[src/rtl/riscv_mem_pkg.sv]
// Shared types for the unified-memory port arbiter: FSM states, port owner,
// memory access fields and the fetch/data arbitration rule.
package riscv_mem_pkg;

  localparam int ADDR_W_DEF  = 32;
  localparam int DATA_W_DEF  = 32;
  localparam int TIMEOUT_DEF = 15;

  typedef enum logic [1:0] {
    IDLE = 2'd0,
    BUSY = 2'd1,
    RESP = 2'd2
  } arb_state_e;

  typedef enum logic {
    OWN_IF = 1'b0,
    OWN_DM = 1'b1
  } owner_e;

  typedef struct packed {
    logic                    we;
    logic [DATA_W_DEF/8-1:0] be;
    logic [ADDR_W_DEF-1:0]   addr;
    logic [DATA_W_DEF-1:0]   wdata;
  } mem_req_t;

  // DM has priority unless it also took the previous grant and IF is waiting.
  function automatic owner_e arb_pick(input logic if_req, input logic dm_req,
                                      input logic last_dm);
    if (dm_req && !(if_req && last_dm)) return OWN_DM;
    return OWN_IF;
  endfunction

endpackage

[src/rtl/mem_port_arbiter_if.sv]
// Bundle of the fetch port, load/store port and memory handshake seen by the
// arbiter; master = arbiter side, slave = core + memory side.
interface mem_port_arbiter_if #(
  parameter int ADDR_W = 32,
  parameter int DATA_W = 32
);
  localparam int BE_W = DATA_W / 8;

  logic              if_req;
  logic [ADDR_W-1:0] if_addr;
  logic              if_gnt;
  logic              if_rvalid;
  logic [DATA_W-1:0] if_rdata;

  logic              dm_req;
  logic              dm_we;
  logic [BE_W-1:0]   dm_be;
  logic [ADDR_W-1:0] dm_addr;
  logic [DATA_W-1:0] dm_wdata;
  logic              dm_gnt;
  logic              dm_rvalid;
  logic [DATA_W-1:0] dm_rdata;

  logic              mem_req;
  logic              mem_we;
  logic [BE_W-1:0]   mem_be;
  logic [ADDR_W-1:0] mem_addr;
  logic [DATA_W-1:0] mem_wdata;
  logic              mem_ack;
  logic [DATA_W-1:0] mem_rdata;

  logic              err;
  logic              stall;

  modport master (
    input  if_req, if_addr,
    input  dm_req, dm_we, dm_be, dm_addr, dm_wdata,
    input  mem_ack, mem_rdata,
    output if_gnt, if_rvalid, if_rdata,
    output dm_gnt, dm_rvalid, dm_rdata,
    output mem_req, mem_we, mem_be, mem_addr, mem_wdata,
    output err, stall
  );

  modport slave (
    output if_req, if_addr,
    output dm_req, dm_we, dm_be, dm_addr, dm_wdata,
    output mem_ack, mem_rdata,
    input  if_gnt, if_rvalid, if_rdata,
    input  dm_gnt, dm_rvalid, dm_rdata,
    input  mem_req, mem_we, mem_be, mem_addr, mem_wdata,
    input  err, stall
  );

endinterface

[src/rtl/arb_perf_counter.sv]
// Free-running 32-bit event counter with enable; wraps at 2^CNT_W.
module arb_perf_counter #(
  parameter int CNT_W = 32
) (
  input  logic             clk,
  input  logic             rst,
  input  logic             i_en,
  output logic [CNT_W-1:0] o_cnt
);

  logic [CNT_W-1:0] r_cnt;

  always_ff @(posedge clk) begin
    if (rst)       r_cnt <= '0;
    else if (i_en) r_cnt <= r_cnt + 1'b1;
  end

  assign o_cnt = r_cnt;

endmodule

[src/rtl/mem_port_arbiter.sv]
// Serialises instruction-fetch and load/store accesses onto one single-port
// memory (IDLE -> BUSY -> RESP). Optional macro ARB_PERF_CNT_EN adds grant/stall counters.
module mem_port_arbiter
  import riscv_mem_pkg::*;
#(
  parameter int ADDR_W  = ADDR_W_DEF,
  parameter int DATA_W  = DATA_W_DEF,
  parameter int TIMEOUT = TIMEOUT_DEF
) (
  input  logic               CLK,
  input  logic               RST,
  mem_port_arbiter_if.master bus
`ifdef ARB_PERF_CNT_EN
  ,
  output logic [31:0]        perf_if_cnt,
  output logic [31:0]        perf_dm_cnt,
  output logic [31:0]        perf_stall_cnt
`endif
);

  localparam int BE_W  = DATA_W / 8;
  localparam int CNT_W = $clog2(TIMEOUT + 1);

  arb_state_e        r_state,     w_state;
  owner_e            r_owner,     w_owner,  w_pick;
  logic              r_last_dm,   w_last_dm;
  logic              r_mem_req,   w_mem_req;
  logic              r_mem_we,    w_mem_we;
  logic [BE_W-1:0]   r_mem_be,    w_mem_be;
  logic [ADDR_W-1:0] r_mem_addr,  w_mem_addr;
  logic [DATA_W-1:0] r_mem_wdata, w_mem_wdata;
  logic              r_if_gnt,    w_if_gnt;
  logic              r_dm_gnt,    w_dm_gnt;
  logic              r_if_rvalid, w_if_rvalid;
  logic              r_dm_rvalid, w_dm_rvalid;
  logic [DATA_W-1:0] r_if_rdata,  w_if_rdata;
  logic [DATA_W-1:0] r_dm_rdata,  w_dm_rdata;
  logic              r_err,       w_err;
  logic [CNT_W-1:0]  r_cnt,       w_cnt;
  logic              w_resp;
  logic [DATA_W-1:0] w_resp_data;
  logic              w_stall;

  always_ff @(posedge CLK) begin
    if (RST) begin
      r_state     <= IDLE;
      r_owner     <= OWN_IF;
      r_last_dm   <= 1'b0;
      r_mem_req   <= 1'b0;
      r_mem_we    <= 1'b0;
      r_mem_be    <= '0;
      r_mem_addr  <= '0;
      r_mem_wdata <= '0;
      r_if_gnt    <= 1'b0;
      r_dm_gnt    <= 1'b0;
      r_if_rvalid <= 1'b0;
      r_dm_rvalid <= 1'b0;
      r_if_rdata  <= '0;
      r_dm_rdata  <= '0;
      r_err       <= 1'b0;
      r_cnt       <= '0;
    end else begin
      r_state     <= w_state;
      r_owner     <= w_owner;
      r_last_dm   <= w_last_dm;
      r_mem_req   <= w_mem_req;
      r_mem_we    <= w_mem_we;
      r_mem_be    <= w_mem_be;
      r_mem_addr  <= w_mem_addr;
      r_mem_wdata <= w_mem_wdata;
      r_if_gnt    <= w_if_gnt;
      r_dm_gnt    <= w_dm_gnt;
      r_if_rvalid <= w_if_rvalid;
      r_dm_rvalid <= w_dm_rvalid;
      r_if_rdata  <= w_if_rdata;
      r_dm_rdata  <= w_dm_rdata;
      r_err       <= w_err;
      r_cnt       <= w_cnt;
    end
  end

  always_comb begin
    w_state     = r_state;
    w_owner     = r_owner;
    w_last_dm   = r_last_dm;
    w_mem_req   = r_mem_req;
    w_mem_we    = r_mem_we;
    w_mem_be    = r_mem_be;
    w_mem_addr  = r_mem_addr;
    w_mem_wdata = r_mem_wdata;
    w_if_gnt    = 1'b0;
    w_dm_gnt    = 1'b0;
    w_if_rvalid = 1'b0;
    w_dm_rvalid = 1'b0;
    w_if_rdata  = r_if_rdata;
    w_dm_rdata  = r_dm_rdata;
    w_err       = 1'b0;
    w_cnt       = r_cnt;
    w_resp      = 1'b0;
    w_resp_data = '0;
    w_pick      = arb_pick(bus.if_req, bus.dm_req, r_last_dm);

    case (r_state)
      IDLE: begin
        if (bus.if_req || bus.dm_req) begin
          w_state   = BUSY;
          w_owner   = w_pick;
          w_last_dm = (w_pick == OWN_DM);
          w_mem_req = 1'b1;
          w_cnt     = '0;
          if (w_pick == OWN_DM) begin
            w_dm_gnt    = 1'b1;
            w_mem_we    = bus.dm_we;
            w_mem_be    = bus.dm_be;
            w_mem_addr  = bus.dm_addr;
            w_mem_wdata = bus.dm_wdata;
          end else begin
            w_if_gnt    = 1'b1;
            w_mem_we    = 1'b0;
            w_mem_be    = '1;
            w_mem_addr  = bus.if_addr;
            w_mem_wdata = '0;
          end
        end
      end
      BUSY: begin
        // An ack on the final allowed cycle still completes normally.
        if (bus.mem_ack) begin
          w_resp      = 1'b1;
          w_resp_data = r_mem_we ? '0 : bus.mem_rdata;
        end else if (r_cnt == CNT_W'(TIMEOUT - 1)) begin
          w_resp = 1'b1;
          w_err  = 1'b1;
        end else begin
          w_cnt = r_cnt + 1'b1;
        end
      end
      RESP:    w_state = IDLE;
      default: w_state = IDLE;
    endcase

    if (w_resp) begin
      w_state   = RESP;
      w_mem_req = 1'b0;
      if (r_owner == OWN_DM) begin
        w_dm_rvalid = 1'b1;
        w_dm_rdata  = w_resp_data;
      end else begin
        w_if_rvalid = 1'b1;
        w_if_rdata  = w_resp_data;
      end
    end
  end

  assign w_stall = (bus.if_req & ~r_if_rvalid) | (bus.dm_req & ~r_dm_rvalid);

  assign bus.if_gnt    = r_if_gnt;
  assign bus.if_rvalid = r_if_rvalid;
  assign bus.if_rdata  = r_if_rdata;
  assign bus.dm_gnt    = r_dm_gnt;
  assign bus.dm_rvalid = r_dm_rvalid;
  assign bus.dm_rdata  = r_dm_rdata;
  assign bus.mem_req   = r_mem_req;
  assign bus.mem_we    = r_mem_we;
  assign bus.mem_be    = r_mem_be;
  assign bus.mem_addr  = r_mem_addr;
  assign bus.mem_wdata = r_mem_wdata;
  assign bus.err       = r_err;
  assign bus.stall     = w_stall;

`ifdef ARB_PERF_CNT_EN
  arb_perf_counter #(.CNT_W(32)) u_perf_if (
    .clk(CLK), .rst(RST), .i_en(r_if_gnt), .o_cnt(perf_if_cnt)
  );
  arb_perf_counter #(.CNT_W(32)) u_perf_dm (
    .clk(CLK), .rst(RST), .i_en(r_dm_gnt), .o_cnt(perf_dm_cnt)
  );
  arb_perf_counter #(.CNT_W(32)) u_perf_stall (
    .clk(CLK), .rst(RST), .i_en(w_stall), .o_cnt(perf_stall_cnt)
  );
`endif

endmodule

[src/flat_wrapper.sv]
// flat-port wrapper written by rule: the top's interface ports become plain ports
module mem_port_arbiter_flat import riscv_mem_pkg::*;
#(
  parameter int ADDR_W  = ADDR_W_DEF,
  parameter int DATA_W  = DATA_W_DEF,
  parameter int TIMEOUT = TIMEOUT_DEF
)
  (CLK, RST, bus_if_req, bus_if_addr, bus_dm_req, bus_dm_we, bus_dm_be, bus_dm_addr, bus_dm_wdata, bus_mem_ack, bus_mem_rdata, bus_if_gnt, bus_if_rvalid, bus_if_rdata, bus_dm_gnt, bus_dm_rvalid, bus_dm_rdata, bus_mem_req, bus_mem_we, bus_mem_be, bus_mem_addr, bus_mem_wdata, bus_err, bus_stall);
  mem_port_arbiter_if #(.ADDR_W(ADDR_W), .DATA_W(DATA_W)) bus_i ();
  input  logic CLK;
  input  logic RST;
  input wire logic [$bits(bus_i.if_req)-1:0] bus_if_req;
  input wire logic [$bits(bus_i.if_addr)-1:0] bus_if_addr;
  input wire logic [$bits(bus_i.dm_req)-1:0] bus_dm_req;
  input wire logic [$bits(bus_i.dm_we)-1:0] bus_dm_we;
  input wire logic [$bits(bus_i.dm_be)-1:0] bus_dm_be;
  input wire logic [$bits(bus_i.dm_addr)-1:0] bus_dm_addr;
  input wire logic [$bits(bus_i.dm_wdata)-1:0] bus_dm_wdata;
  input wire logic [$bits(bus_i.mem_ack)-1:0] bus_mem_ack;
  input wire logic [$bits(bus_i.mem_rdata)-1:0] bus_mem_rdata;
  output wire logic [$bits(bus_i.if_gnt)-1:0] bus_if_gnt;
  output wire logic [$bits(bus_i.if_rvalid)-1:0] bus_if_rvalid;
  output wire logic [$bits(bus_i.if_rdata)-1:0] bus_if_rdata;
  output wire logic [$bits(bus_i.dm_gnt)-1:0] bus_dm_gnt;
  output wire logic [$bits(bus_i.dm_rvalid)-1:0] bus_dm_rvalid;
  output wire logic [$bits(bus_i.dm_rdata)-1:0] bus_dm_rdata;
  output wire logic [$bits(bus_i.mem_req)-1:0] bus_mem_req;
  output wire logic [$bits(bus_i.mem_we)-1:0] bus_mem_we;
  output wire logic [$bits(bus_i.mem_be)-1:0] bus_mem_be;
  output wire logic [$bits(bus_i.mem_addr)-1:0] bus_mem_addr;
  output wire logic [$bits(bus_i.mem_wdata)-1:0] bus_mem_wdata;
  output wire logic [$bits(bus_i.err)-1:0] bus_err;
  output wire logic [$bits(bus_i.stall)-1:0] bus_stall;
  assign bus_i.if_req = bus_if_req;
  assign bus_i.if_addr = bus_if_addr;
  assign bus_i.dm_req = bus_dm_req;
  assign bus_i.dm_we = bus_dm_we;
  assign bus_i.dm_be = bus_dm_be;
  assign bus_i.dm_addr = bus_dm_addr;
  assign bus_i.dm_wdata = bus_dm_wdata;
  assign bus_i.mem_ack = bus_mem_ack;
  assign bus_i.mem_rdata = bus_mem_rdata;
  assign bus_if_gnt = bus_i.if_gnt;
  assign bus_if_rvalid = bus_i.if_rvalid;
  assign bus_if_rdata = bus_i.if_rdata;
  assign bus_dm_gnt = bus_i.dm_gnt;
  assign bus_dm_rvalid = bus_i.dm_rvalid;
  assign bus_dm_rdata = bus_i.dm_rdata;
  assign bus_mem_req = bus_i.mem_req;
  assign bus_mem_we = bus_i.mem_we;
  assign bus_mem_be = bus_i.mem_be;
  assign bus_mem_addr = bus_i.mem_addr;
  assign bus_mem_wdata = bus_i.mem_wdata;
  assign bus_err = bus_i.err;
  assign bus_stall = bus_i.stall;
  mem_port_arbiter #(.ADDR_W(ADDR_W), .DATA_W(DATA_W), .TIMEOUT(TIMEOUT)) u_core (.CLK(CLK), .RST(RST), .bus(bus_i));
endmodule
[config.mk]
export PLATFORM = sky130hd
export DESIGN_NAME = mem_port_arbiter_flat
export DESIGN_NICKNAME = d
export VERILOG_FILES = /design/src/rtl/riscv_mem_pkg.sv /design/src/rtl/mem_port_arbiter_if.sv /design/src/rtl/arb_perf_counter.sv /design/src/rtl/mem_port_arbiter.sv /design/src/flat_wrapper.sv
export SDC_FILE = /design/constraint.sdc
export NUM_CORES = 1
export LEC_CHECK = 0
export CAP_MARGIN = 20
export CORE_ASPECT_RATIO = 0.5
export CORE_MARGIN = 3
export CORE_UTILIZATION = 43
export CTS_CLUSTER_SIZE = 16
export DETAILED_ROUTE_END_ITERATION = 8
export PLACE_DENSITY = 0.85
export REMOVE_ABC_BUFFERS = 1
export SLEW_MARGIN = 20
export SYNTH_ARGS = -nofsm -noshare
export SYNTH_HDL_FRONTEND = slang
export SYNTH_HIERARCHICAL = 1
export SYNTH_SLANG_ARGS = --single-unit
[constraint.sdc]
create_clock -name CLK -period 2.7 [get_ports CLK]
set_input_delay 0.675 -clock CLK [delete_from_list [all_inputs] [get_ports CLK]]
set_output_delay 0.675 -clock CLK [all_outputs]
set_load 0.01 [all_outputs]
### Yosys cells after proc, flatten, opt, wreduce, memory -nomap -nowiden

Index checks and enable logic that the tools add are counted.

| cells by class | value |
|---|---|
| add/subtract/negate cells | 1 |
| multiply operators | 0 |
| div/mod/pow operators | 0 |
| magnitude comparators | 0 |
| equality and inequality tests | 7 |
| shifts and indexed selects | 0 |
| muxes and demuxes | 24 |
| bitwise logic cells | 10 |
| reduce and logical (&&, ||, !) cells | 16 |

Operators with widths:

| cell | count |
|---|---|
| 32-bit two-way mux | 5 |
| 4-bit two-way mux | 4 |
| 1-bit two-way mux | 11 |
| 2-bit AND reduction | 5 |
| 4-bit case mux with 2 select lines | 1 |
| 1-bit inverter | 7 |
| 3-bit OR reduction | 2 |
| 4-bit by 1-bit adder with 4-bit output, second input constant | 1 |
| 4-bit == test, second input constant | 1 |
| 2-bit two-way mux | 2 |
| 2-bit by 1-bit inequality test with 1-bit output, second input constant | 2 |
| 2-bit inequality test, second input constant | 2 |
| 2-bit case mux with 2 select lines | 1 |
| 4-bit AND reduction | 1 |
| 2-bit OR reduction | 2 |
| 3-bit by 1-bit inequality test with 1-bit output, second input constant | 1 |
| 1-bit bitwise AND | 2 |
| 2-bit by 1-bit == test with 1-bit output, second input constant | 1 |
| 1-bit logical AND | 2 |
| 2-bit logical NOT | 1 |
| 2-bit nonzero test | 1 |
| 1-bit logical NOT | 1 |
| 1-bit logical OR | 1 |
| 1-bit bitwise OR | 1 |

| word-level totals | value |
|---|---|
| register bits after elaboration | 146 |
| latch bits | 0 |
| memory bits (writable) | 0 |
| bits in read-only memories | 0 |
| input bits | 138 |
| output and inout bits | 140 |
| memories kept | 0 |

### Logic depth before layout (Yosys ltp)

| depth | value |
|---|---|
| depth after elaboration | 6 |
| gate-level depth with buffers | 7 |
| mapped depth without buffers | 6 |

### Worst setup path before layout

Ideal clock, no wire load.

| timing path | value |
|---|---|
| path type | input to output |
| start | in bus_if_req |
| end | out bus_stall |
| data arrival time | 976 ps |
| data required time | 2,025 ps |
| setup slack | 1,049 ps |
| cell stages on the path | 2 |
| cell sequence | inv_1 o22ai_1 |

| on the way | value |
|---|---|
| word-level cells in the longest chain between the ends | 2 |

Ends and longest elaborated chain:

| element | line | RTL |
|---|---|---|
| start, declared | flat_wrapper.sv:12 | `input wire logic [$bits(bus_i.if_req)-1:0] bus_if_req;` |
| 1-bit bitwise AND | mem_port_arbiter.sv:155 | `assign w_stall = (bus.if_req & ~r_if_rvalid) \| (bus.dm_req & ~r_dm_rvalid);` |
| 1-bit bitwise OR | mem_port_arbiter.sv:155 |  |
| end, declared | flat_wrapper.sv:33 | `output wire logic [$bits(bus_i.stall)-1:0] bus_stall;` |

Every way passes these cells.

### Final worst setup path

Ends and elaborated chain as after synthesis.

==> flow_summary.ini <==
[grt]
overflow = 0
track_usage_pct = 23.9
antenna_found_initial = 0
grt_pass1_wl_um = 27500
grt_pass1_vias = 5262
grt_max_degree = 65

[worst_setup_path]
critPathTopFamily = buffers and inverters
worstPathRequired_ps = 2030
critPathCaptureType = output pin
startpoint = bus_if_req
critical_path.max_fanout = 2
crit_chain = clkdlybuf4s50_1 -> inv_1 -> o22ai_1 -> clkdlybuf4s50_1
max_stage_delay_ps = 560
reg2reg_slack_ps = 830
cpMostUsedCell = clkdlybuf4s50_1
worst_setup_path_start_kind = primary input
crit_type = primary input to output pin
critPathArrivalTime_ps = 1920
path_depth = 4
cpMaxStageDelayCell = clkdlybuf4s50_1
path_buf_inv = 3
r2r_start = u_core/r_cnt[0]
ff2ff_path_depth = 7
r2r_end = u_core/bus.if_rdata[2]

[logic_synthesis]
synth_area_leaders = dfxtp_1, a32o_1, a22oi_2, a311oi_1, nand2_1
synth_area_mm2 = 0.00551
yosysWarnings = 6
synthCells = 510
synth_cell_type_count = 38
synth_area_leader_cell = dfxtp_1
synthMuxAreaShare_pct = 0.182
ys_seq_area_share_pct = 53.0
synth_compound_area_share_pct = 26.5
yosys.area_share.simple_pct = 13.5
synthAdderAreaFrac_pct = 0.454
yosysTopAreaCellShare_pct = 53.0
synth_xor_area_share_pct = 0.318
synth_edf_count = 0
synthArstFlopShare_pct = 0
syn_avg_cell_area_um2 = 10.8
yosys_most_used_dff = dfxtp_1
ys_ff_latch = 146
synth_top_family_by_area = compound AO/OA/AOI/OAI gates

[power_and_ir_drop]
pwr-share-comb_pct = 19.5
power_frac_clock_pct = 40.3
vdd_drop_max_mv = 0.398
switching_power_uw = 1580
sw_frac_of_total_pct = 26.5
design_power_total_uw = 5970
p_leak_uw = 0.00326
internal_power_uw = 4390
p_per_area_mw_per_mm2 = 664
seqPwrFrac_pct = 40.2

[layout]
register_area_mm2 = 0.00292
area_growth_pct = 63.1
fillers = 837
layout-drive-gt1-share_pct = 16.0
nets = 915
multi_input_area_mm2 = 0.00228
n_antenna_cell = 0

[clock_tree]
clk_latency_ps = 420
cts_setup_buffers = 0
clkSinkCount = 146
post_cts_resized = 0
cts_buffers = 17
cts.hold.buffers_added = 0
root_buffer = clkbuf_16
h-tree-depth = 4
cts_buffer_depth = 2
cts_tree = done
cts.clk_slew.worst_paths_ps = 60

[detailed_routing]
firstDrtPassIters = 5
vias = 5166
ant_nets = 0
drt-total-wl_um = 17500
dr.first_iter.drc_count = 414
wire_per_inst_um = 18.4
via_per_inst = 5.43
drc = 0

[sta]
slew_headroom_pct = 56.3
timing.final.crit_period_ps = 2600
maxSlewViolCount = 0
finalClockSkew_ps = 9.63
hold_viol = 0
fin_crit_sh_pct = 96.2
worst_slew_pin_slew_ps = 656
final-setup-viol-count = 0
rsz0062_at_grt = no
setup_slack_ps = 102
whs_ps = 464
max_freq_mhz = 385

[flow_run]
drv_cap = 0

[placed_design]
routabilityCongestion = 0.806
dp_hpwl_um = 12100
port_buffers = 277
dp_slack_ps = 102

[hold_path]
worstHoldPathCells = 1
min_to = u_core/bus.dm_rdata[20]
hold_class = flip-flop to flip-flop
min_from = u_core/bus.dm_rdata[20]

[die]
die_w_um = 166
start_util_pct = 45.4
ios = 278
dieArea_mm2 = 0.0143
row_count = 28
fp.dieH_um = 86.1
coreArea_mm2 = 0.0122

[run_status]
outcome = finished clean
[worst max-delay path by stage]
stage	endpoint
5_1_grt	bus_stall
3_5_place_dp	bus_stall
4_1_cts	bus_stall
2_1_floorplan	u_core/r_cnt[3]
3_3_place_gp	bus_stall
6_report	bus_stall
[cells by family after synthesis]
group,after synthesis
mux,1
xor+xnor,2
flops,146
simple gates,160
buf+inv,54
compound gates,145
fa+ha+maj,2
[state kept, by name (all words and copies together), names as in the netlist]
signal and flops:
u_core/bus.dm_gnt 1, u_core/bus.dm_rdata 32, u_core/bus.dm_rvalid 1, u_core/bus.err 1, u_core/bus.if_gnt 1, u_core/bus.if_rdata 32
u_core/bus.if_rvalid 1, u_core/bus.mem_addr 32, u_core/bus.mem_be 4, u_core/bus.mem_req 1, u_core/bus.mem_wdata 32, u_core/bus.mem_we 1
u_core/r_cnt 4, u_core/r_last_dm 1, u_core/r_state 2
[worst register-to-register path, cell delays in order, from the launching register on]
cell,delay [ps]
dfxtp_1,350
inv_1,80
ha_1,240
a31oi_1,370
nor3_1,120
nor2_2,100
buf_4,360
a32o_1,210
[layout by cell type, fill, tap and decap left out, drive strengths merged, types with 5 or more instances in the layout]
cell type / instances
inv: 10
a21oi: 5
a32o: 64
a311oi: 32
clkdlybuf4s50: 276
nor2: 74
a22oi: 33
nor3: 7
nand2: 67
buf: 19
dfxtp: 146
clkbuf: 17
[cell type report]
class	count	share of cell area (%)
repair buffers	295	32.9
flip-flops and latches	146	32.5
multi-input cells	310	25.4
clock buffers	17	4.73
well taps	165	2.30
clock inverters	14	1.99
inverters	5	0.209
[synth_stat cells, types with 2 or more instances]
| library cell | count |
|---|---|
| clkbuf_1 | 9 |
| or3_1 | 2 |
| a21oi_1 | 2 |
| ha_1 | 2 |
| nand4_1 | 2 |
| o221a_2 | 4 |
| nor4_1 | 2 |
| a32o_1 | 64 |
| buf_1 | 5 |
| a311oi_1 | 32 |
| dfxtp_1 | 146 |
| nor3_1 | 5 |
| o21ai_0 | 2 |
| buf_6 | 12 |
| nand2_1 | 67 |
| a22oi_2 | 29 |
| buf_4 | 5 |
| inv_1 | 5 |
| buf_2 | 18 |
| nand3_1 | 3 |
| nor2_2 | 33 |
| a22oi_1 | 4 |
| nor2_1 | 41 |
| a21oi_2 | 2 |
[layer usage]
metal  wire length, µm  part of all wire, %  vias up  global-route usage (%)
li1                  -                    -     2440                       -
met1              6950                   40     2500                    27.0
met2              8970                   51      182                    43.7
met3              1040                  5.9       44                    6.03
met4               570                  3.3        0                    10.3
met5                 0                    0        -                       0
[per-stage QoR]
step	area, µm²	cells	setup TNS (ps)	util (%)
2_1_floorplan	5200	461	-76730	-
3_3_place_gp	8390	921	0	69.0
3_5_place_dp	8390	921	0	69.0
4_1_cts	8990	952	0	74.0
5_1_grt	8990	952	0	74.0
6_report	8990	952	0	74.0
[power groups by stage]
stage | logic (µW) | clock network [µW] | registers [µW]
2_1_floorplan | 400 | 0 | 2500
3_3_place_gp | 1140 | 0 | 2440
4_1_cts | 1170 | 2440 | 2400
5_1_grt | 1250 | 2540 | 2420
6_report | 1170 | 2410 | 2400
3_5_place_dp | 1160 | 0 | 2440
Power figures use the tool's default switching activity.
